===== src/rtl/forward_hazard_unit_pkg.sv =====
// Shared definitions for the EX-stage operand forwarding / load-use hazard unit.
package forward_hazard_unit_pkg;

  localparam int NB_REG = 5;

  localparam logic [1:0] SEL_REG   = 2'b00;
  localparam logic [1:0] SEL_WB    = 2'b01;
  localparam logic [1:0] SEL_EXMEM = 2'b10;

endpackage


===== src/rtl/forward_hazard_unit_fwd_resolve.sv =====
// Per-operand forwarding resolver: picks the youngest in-flight producer of src_i.
module fwd_resolve #(
  parameter int NB_REG = forward_hazard_unit_pkg::NB_REG
) (
  input  logic [NB_REG-1:0] src_i,
  input  logic              use_i,
  input  logic              ex_valid_i,
  input  logic              ex_regwrite_i,
  input  logic              ex_memread_i,
  input  logic [NB_REG-1:0] ex_dst_i,
  input  logic              mem_valid_i,
  input  logic              mem_regwrite_i,
  input  logic [NB_REG-1:0] mem_dst_i,
  output logic [1:0]        sel_o
);
  import forward_hazard_unit_pkg::*;

  logic ex_hit;
  logic mem_hit;

  // A load in EX cannot forward yet; the stall logic holds the consumer instead.
  assign ex_hit  = ex_valid_i & ex_regwrite_i & ~ex_memread_i & (ex_dst_i == src_i);
  assign mem_hit = mem_valid_i & mem_regwrite_i & (mem_dst_i == src_i);

  always_comb begin
    sel_o = SEL_REG;
    if (use_i && (src_i != '0)) begin
      if (ex_hit)       sel_o = SEL_EXMEM;
      else if (mem_hit) sel_o = SEL_WB;
    end
  end

endmodule


===== src/rtl/forward_hazard_unit.sv =====
// Forwarding-select and load-use stall control for the EX stage, with a
// shadow EX/MEM destination-tag pipeline and a saturating stall counter.
module forward_hazard_unit #(
  parameter int NB_REG = forward_hazard_unit_pkg::NB_REG,
  parameter int NB_CNT = 16
) (
  input  logic              i_clk,
  input  logic              i_reset,
  input  logic              i_id_valid,
  input  logic [NB_REG-1:0] i_id_rs,
  input  logic [NB_REG-1:0] i_id_rt,
  input  logic              i_id_use_rs,
  input  logic              i_id_use_rt,
  input  logic [NB_REG-1:0] i_id_dst,
  input  logic              i_id_regwrite,
  input  logic              i_id_memread,
  input  logic              i_flush,
  output logic              o_stall,
  output logic [1:0]        o_sel_a,
  output logic [1:0]        o_sel_b,
  output logic [NB_CNT-1:0] o_stall_cnt
);
  import forward_hazard_unit_pkg::*;

  logic              ex_valid_q, ex_valid_d;
  logic [NB_REG-1:0] ex_dst_q, ex_dst_d;
  logic              ex_rw_q, ex_rw_d;
  logic              ex_mr_q, ex_mr_d;
  logic              mem_valid_q;
  logic [NB_REG-1:0] mem_dst_q;
  logic              mem_rw_q;
  logic [1:0]        sel_a_q, sel_a_d;
  logic [1:0]        sel_b_q, sel_b_d;
  logic [NB_CNT-1:0] cnt_q, cnt_d;

  logic       id_live;
  logic       ex_load;
  logic       rs_hit;
  logic       rt_hit;
  logic       stall;
  logic       issue;
  logic [1:0] res_a;
  logic [1:0] res_b;

  // Only a load to a real register in EX can stall the instruction in ID.
  assign id_live = i_id_valid & ~i_flush;
  assign ex_load = ex_valid_q & ex_mr_q & ex_rw_q & (ex_dst_q != '0);
  assign rs_hit  = i_id_use_rs & (i_id_rs == ex_dst_q);
  assign rt_hit  = i_id_use_rt & (i_id_rt == ex_dst_q);
  assign stall   = id_live & ex_load & (rs_hit | rt_hit);
  assign issue   = id_live & ~stall;

  fwd_resolve #(.NB_REG(NB_REG)) u_res_a (
    .src_i          (i_id_rs),
    .use_i          (i_id_use_rs),
    .ex_valid_i     (ex_valid_q),
    .ex_regwrite_i  (ex_rw_q),
    .ex_memread_i   (ex_mr_q),
    .ex_dst_i       (ex_dst_q),
    .mem_valid_i    (mem_valid_q),
    .mem_regwrite_i (mem_rw_q),
    .mem_dst_i      (mem_dst_q),
    .sel_o          (res_a)
  );

  fwd_resolve #(.NB_REG(NB_REG)) u_res_b (
    .src_i          (i_id_rt),
    .use_i          (i_id_use_rt),
    .ex_valid_i     (ex_valid_q),
    .ex_regwrite_i  (ex_rw_q),
    .ex_memread_i   (ex_mr_q),
    .ex_dst_i       (ex_dst_q),
    .mem_valid_i    (mem_valid_q),
    .mem_regwrite_i (mem_rw_q),
    .mem_dst_i      (mem_dst_q),
    .sel_o          (res_b)
  );

  always_comb begin
    ex_valid_d = 1'b0;
    ex_dst_d   = '0;
    ex_rw_d    = 1'b0;
    ex_mr_d    = 1'b0;
    sel_a_d    = SEL_REG;
    sel_b_d    = SEL_REG;
    if (issue) begin
      ex_valid_d = 1'b1;
      ex_dst_d   = i_id_dst;
      ex_rw_d    = i_id_regwrite;
      ex_mr_d    = i_id_memread;
      sel_a_d    = res_a;
      sel_b_d    = res_b;
    end
    cnt_d = cnt_q;
    if (stall && (cnt_q != '1)) cnt_d = cnt_q + NB_CNT'(1);
  end

  always_ff @(posedge i_clk) begin
    if (i_reset) begin
      ex_valid_q  <= 1'b0;
      ex_dst_q    <= '0;
      ex_rw_q     <= 1'b0;
      ex_mr_q     <= 1'b0;
      mem_valid_q <= 1'b0;
      mem_dst_q   <= '0;
      mem_rw_q    <= 1'b0;
      sel_a_q     <= SEL_REG;
      sel_b_q     <= SEL_REG;
      cnt_q       <= '0;
    end else begin
      mem_valid_q <= ex_valid_q;
      mem_dst_q   <= ex_dst_q;
      mem_rw_q    <= ex_rw_q;
      ex_valid_q  <= ex_valid_d;
      ex_dst_q    <= ex_dst_d;
      ex_rw_q     <= ex_rw_d;
      ex_mr_q     <= ex_mr_d;
      sel_a_q     <= sel_a_d;
      sel_b_q     <= sel_b_d;
      cnt_q       <= cnt_d;
    end
  end

  assign o_stall     = stall;
  assign o_sel_a     = sel_a_q;
  assign o_sel_b     = sel_b_q;
  assign o_stall_cnt = cnt_q;

endmodule


===== config.mk =====
export PLATFORM = sky130hd
export DESIGN_NAME = forward_hazard_unit
export DESIGN_NICKNAME = d
export VERILOG_FILES = /design/src/rtl/forward_hazard_unit_pkg.sv /design/src/rtl/forward_hazard_unit_fwd_resolve.sv /design/src/rtl/forward_hazard_unit.sv
export SDC_FILE = /design/constraint.sdc
export NUM_CORES = 1
export LEC_CHECK = 0
export CAP_MARGIN = 15
export CORE_MARGIN = 1.5
export CORE_UTILIZATION = 35
export DETAILED_ROUTE_END_ITERATION = 8
export DONT_BUFFER_PORTS = 1
export SLEW_MARGIN = 0
export SYNTH_ARGS = -nofsm -noshare
export SYNTH_HDL_FRONTEND = slang
export SYNTH_SLANG_ARGS = --single-unit

===== constraint.sdc =====
create_clock -name i_clk -period 2.24 [get_ports i_clk]
set_clock_uncertainty 0.1 [all_clocks]
set_input_delay 0.224 -clock i_clk [delete_from_list [all_inputs] [get_ports i_clk]]
set_output_delay 0.224 -clock i_clk [all_outputs]
set_load 0.01 [all_outputs]

==> impl.org <==
** Clock tree
- TritonCTS built the clock tree.
- TritonCTS created 5 clock buffers.
- Insertion delay to the later sink of the worst-skew pair :: 0.28 ns
- CTS sink count :: 35
- Maximum clock path buffer count :: 2
- Clock-pin transition on the worst setup and hold timing paths :: 0.07 ns
- The H-tree was split into 2 levels.
- Clk root buf :: clkbuf_8

** Placement
- Routability-driven placement finished with a final weighted congestion of 0.840.
- Detailed placement finished with a half-perimeter wire length of 2760 µm.
- Port-buffer cells :: 0

** Critical path
- Family with the most delay on the worst path :: simple AND/OR/NAND/NOR gates
- Critical Path End Type :: output port
- Following the worst setup path forward leads to its endpoint at o_stall.
- The critical path contains buffers and inverters numbering 0 combined.
- Worst-case reg-to-reg path depth :: 4
- Worst-path maximum fanout :: 31
- CP max stage cell :: nor2b_4
- Arrival time at the worst endpoint :: 1.80 ns
- For flop-to-flop paths, the worst setup slack is 0.21 ns.
- Logic depth of the worst path, buffers included :: 4
- Reg-to-reg critical path startpoint :: ex_dst_q[1]
- WP data required :: 1.92 ns
- Cell breakdown of the critical path :: xnor2_1 > nand3_1 > o22a_4 > nor2b_4
- In this run the worst setup path begins at ex_dst_q[3].
- Max incr delay on CP :: 0.42 ns
- Startpoint class of the critical path :: flop
- Crit Path Category :: flop to output port
- RR Endpoint :: o_sel_a[0]

** STA
- The worst path uses 94.6% of the clock period.
- Tightest slew margin relative to the limit :: 44.8%
- The total count of max-transition violations in the final report was 0.
- Adding up every negative setup slack in the final design gives 0 ns.
- For the pin with the worst max-slew slack, the measured transition is 0.825 ns.
- Hold Worst Slack :: 0.00975 ns
- Based on the critical path, the design can be clocked at up to 0.472 GHz.
- Setup violations remaining at the end of the flow were counted as 0.
- Number of failing hold endpoints at the final stage :: 0
- The smallest clock period supported by the final layout is computed as 2.12 ns.
- Setup repair after global routing left no endpoint under its margin.

** Logic synthesis
- Synthesized instance count :: 184
- Mapped cell area :: 1750 µm²
- Most common flop cell mapped by yosys :: dfxtp_1
- Yosys printed 0 warnings.
- A synthesized cell averages 9.53 µm².
- Register bit total from synthesis :: 35
- Number of distinct standard cells referenced by the synthesized netlist :: 37
- The share of the Yosys chip area taken by registers is 39.9%.
- Post-Synthesis Net Count :: 208
- Of all flip-flops after synthesis, the portion carrying an async set or reset was 0%.
- The synthesized design contains 0 enable-type register cells.

** Detailed routing
- Antenna Violating Nets Remaining :: 0
- Wires add up to 3910 µm.
- For this run, the detailed router's first-pass iteration total came to 4.
- The first routing iteration left 69 violations.
- The final route contains 1394 vias.
- Average wire length per cell after detail routing :: 15.0 µm
- Via count normalized by instance count :: 5.34
- In the routed design, unresolved DRC markers number 0.

** Finish
- The net count of the finished layout is 217.
- Signed area change from the synthesized netlist to the final layout :: 14.5%
- Of the cells placed in the final design, the portion with a size suffix greater than 1 is 11.9%.
- Layout filler cell count :: 473
- Ant diodes :: 0
- Most common cell after layout, fill and taps aside :: dfxtp_1
- Leaving out fill and tap cells, the most frequent cells in the layout are dfxtp_1 (34), a21oi_1 (14), xnor2_1 (12), nor2b_1 (12), nand3_1 (11).

** Power and ir drop
- Cell-internal power :: 1.11 mW
- Net switching is 19.6% of the power.
- Worst IR drop on VDD :: 0.305 mV
- Leakage power total :: 0.628 nW
- In this run the power density over the cells is 685 nW/µm².
- Per report_power, the clock group accounts for 49.3% of the total.
- Sequential cells account for 46.1% of the total power.
- In this run, the combinational gates consume 4.6% of the power.
- For this design the total switching power over the nets is 0.269 mW.

** Die
- X dimension of the die :: 73.8 µm
- The initial utilization of the core area, before any placement, comes to 36.7%.
- Die outline height :: 73.8 µm
- Total die area :: 5450 µm²
- The initialized floorplan defines 25 standard-cell rows.
- Core Box Area :: 4790 µm²
- In this run the count of I/O pins placed on the die edge is 44.

** GRT
- The number of antenna violations at the first check in global routing came to 0.
- Number of global-route vias before repair :: 1346
- Maximum number of pins on one net before global-route repair :: 32
- For this run, the total global-route usage over all layers was measured as 14.9%.
- Total congestion overflow :: 0
- The first global-routing pass estimated 6260 µm of wire.

** Flow run
- Maxcap violations :: 0

** Hold path
- Type of the most critical hold path :: primary input to flop

** Run status
- The run finished with clean final reports.
logic make-up after synthesis:
| logic type | count (synthesis) | synth area share, % |
|---|---|---|
| compound gates | 32 | 11.4 |
| xor+xnor | 20 | 9.99 |
| fa+ha+maj | 1 | 0.713 |
| buf+inv | 8 | 3.28 |
| flops | 35 | 39.9 |
| mux | 2 | 1.28 |
| simple gates | 86 | 33.4 |
stage by stage:
| step | utilization, % | setup WS, ns | power [mW] | area [µm²] | cells |
|---|---|---|---|---|---|
| 3_5_place_dp | 37.6 | 0.164 | 0.697 | 1800 | 246 |
| 6_report | 42.0 | 0.120 | 1.38 | 2010 | 261 |
| 5_1_grt | 42.0 | 0.0264 | 1.43 | 2010 | 261 |
| 2_1_floorplan | - | 0.343 | 0.695 | 1750 | 184 |
| 4_1_cts | 41.9 | 0.0768 | 1.40 | 2010 | 261 |
| 3_3_place_gp | 37.6 | 0.198 | 0.696 | 1800 | 246 |
worst min path at each step:
stage                     slack, ns         from  depth (start not counted)        endpoint
after global placement         0.20      i_reset                          1    mem_dst_q[0]
final                          0.01  i_id_dst[2]                          1     ex_dst_q[2]
after CTS                     0.008  i_id_dst[2]                          1     ex_dst_q[2]
after global routing          0.005  i_id_dst[2]                          1     ex_dst_q[2]
after detailed placement       0.20      i_reset                          1  o_stall_cnt[7]
after floorplan                0.20      i_reset                          1    mem_dst_q[4]
layer usage:
layer	wire [µm]	global-route usage (%)	share of wire, %
met5	0	0	0
met4	55	5.97	1.4
met3	292	6.17	7.5
met2	1790	23.2	46
met1	1770	18.2	45
timing repair:
action / CTS / global route
resized for setup: 0 / 2
hold endpoints to repair: 27 / 0
hold buffers: 7 / 0
setup endpoints to repair: 0 / 3
setup buffers: 0 / 0
sequential cells by signal (all words and copies together) (netlist names):
| register | flops |
|---|---|
| ex_dst_q | 5 |
| ex_mr_q | 1 |
| ex_rw_q | 1 |
| ex_valid_q | 1 |
| mem_dst_q | 5 |
| mem_rw_q | 1 |
| mem_valid_q | 1 |
| o_sel_a | 2 |
| o_sel_b | 2 |
| o_stall_cnt | 16 |
cell type report:
cell class | count | area [µm²] | area share, %
Tap cell | 67 | 83.8 | 4.17
Clock buffer | 5 | 68.8 | 3.43
Timing Repair Buffer | 9 | 85.1 | 4.24
Inverter | 1 | 3.75 | 0.187
Sequential cell | 35 | 702 | 35.0
Clock inverter | 3 | 67.6 | 3.36
Multi-Input combinational cell | 141 | 997 | 49.7
synthesized netlist by cell type (all sizes together), types with 2 or more instances:
cell | n | area, µm²
nand3 | 11 | 55.1
and2 | 3 | 18.8
nand4 | 8 | 65.1
a21oi | 14 | 70.1
o21ai | 8 | 40.0
dfxtp | 35 | 701
nor2 | 4 | 15.0
or3 | 8 | 50.1
nand4b | 2 | 17.5
xor2 | 8 | 70.1
nand2 | 6 | 22.5
nor3b | 7 | 82.6
xnor2 | 12 | 105
clkbuf | 3 | 11.3
mux2 | 2 | 22.5
nor2b | 13 | 88.8
nor4b | 2 | 17.5
and4 | 3 | 26.3
and3 | 4 | 25.0
o31ai | 5 | 37.5
nor3 | 4 | 20.0
o211ai | 2 | 15.0
nor4 | 2 | 12.5
buf | 4 | 42.5
or4 | 8 | 60.1
power by group through the flow:
stage	combinational, mW	sequential [mW]	clock [mW]
floorplan	0.0478	0.647	0
global placement	0.0481	0.648	0
detailed placement	0.0486	0.648	0
CTS	0.0640	0.634	0.699
global route	0.0705	0.635	0.727
finish	0.0639	0.634	0.678
Note: power is estimated with default switching activity, not from simulation.
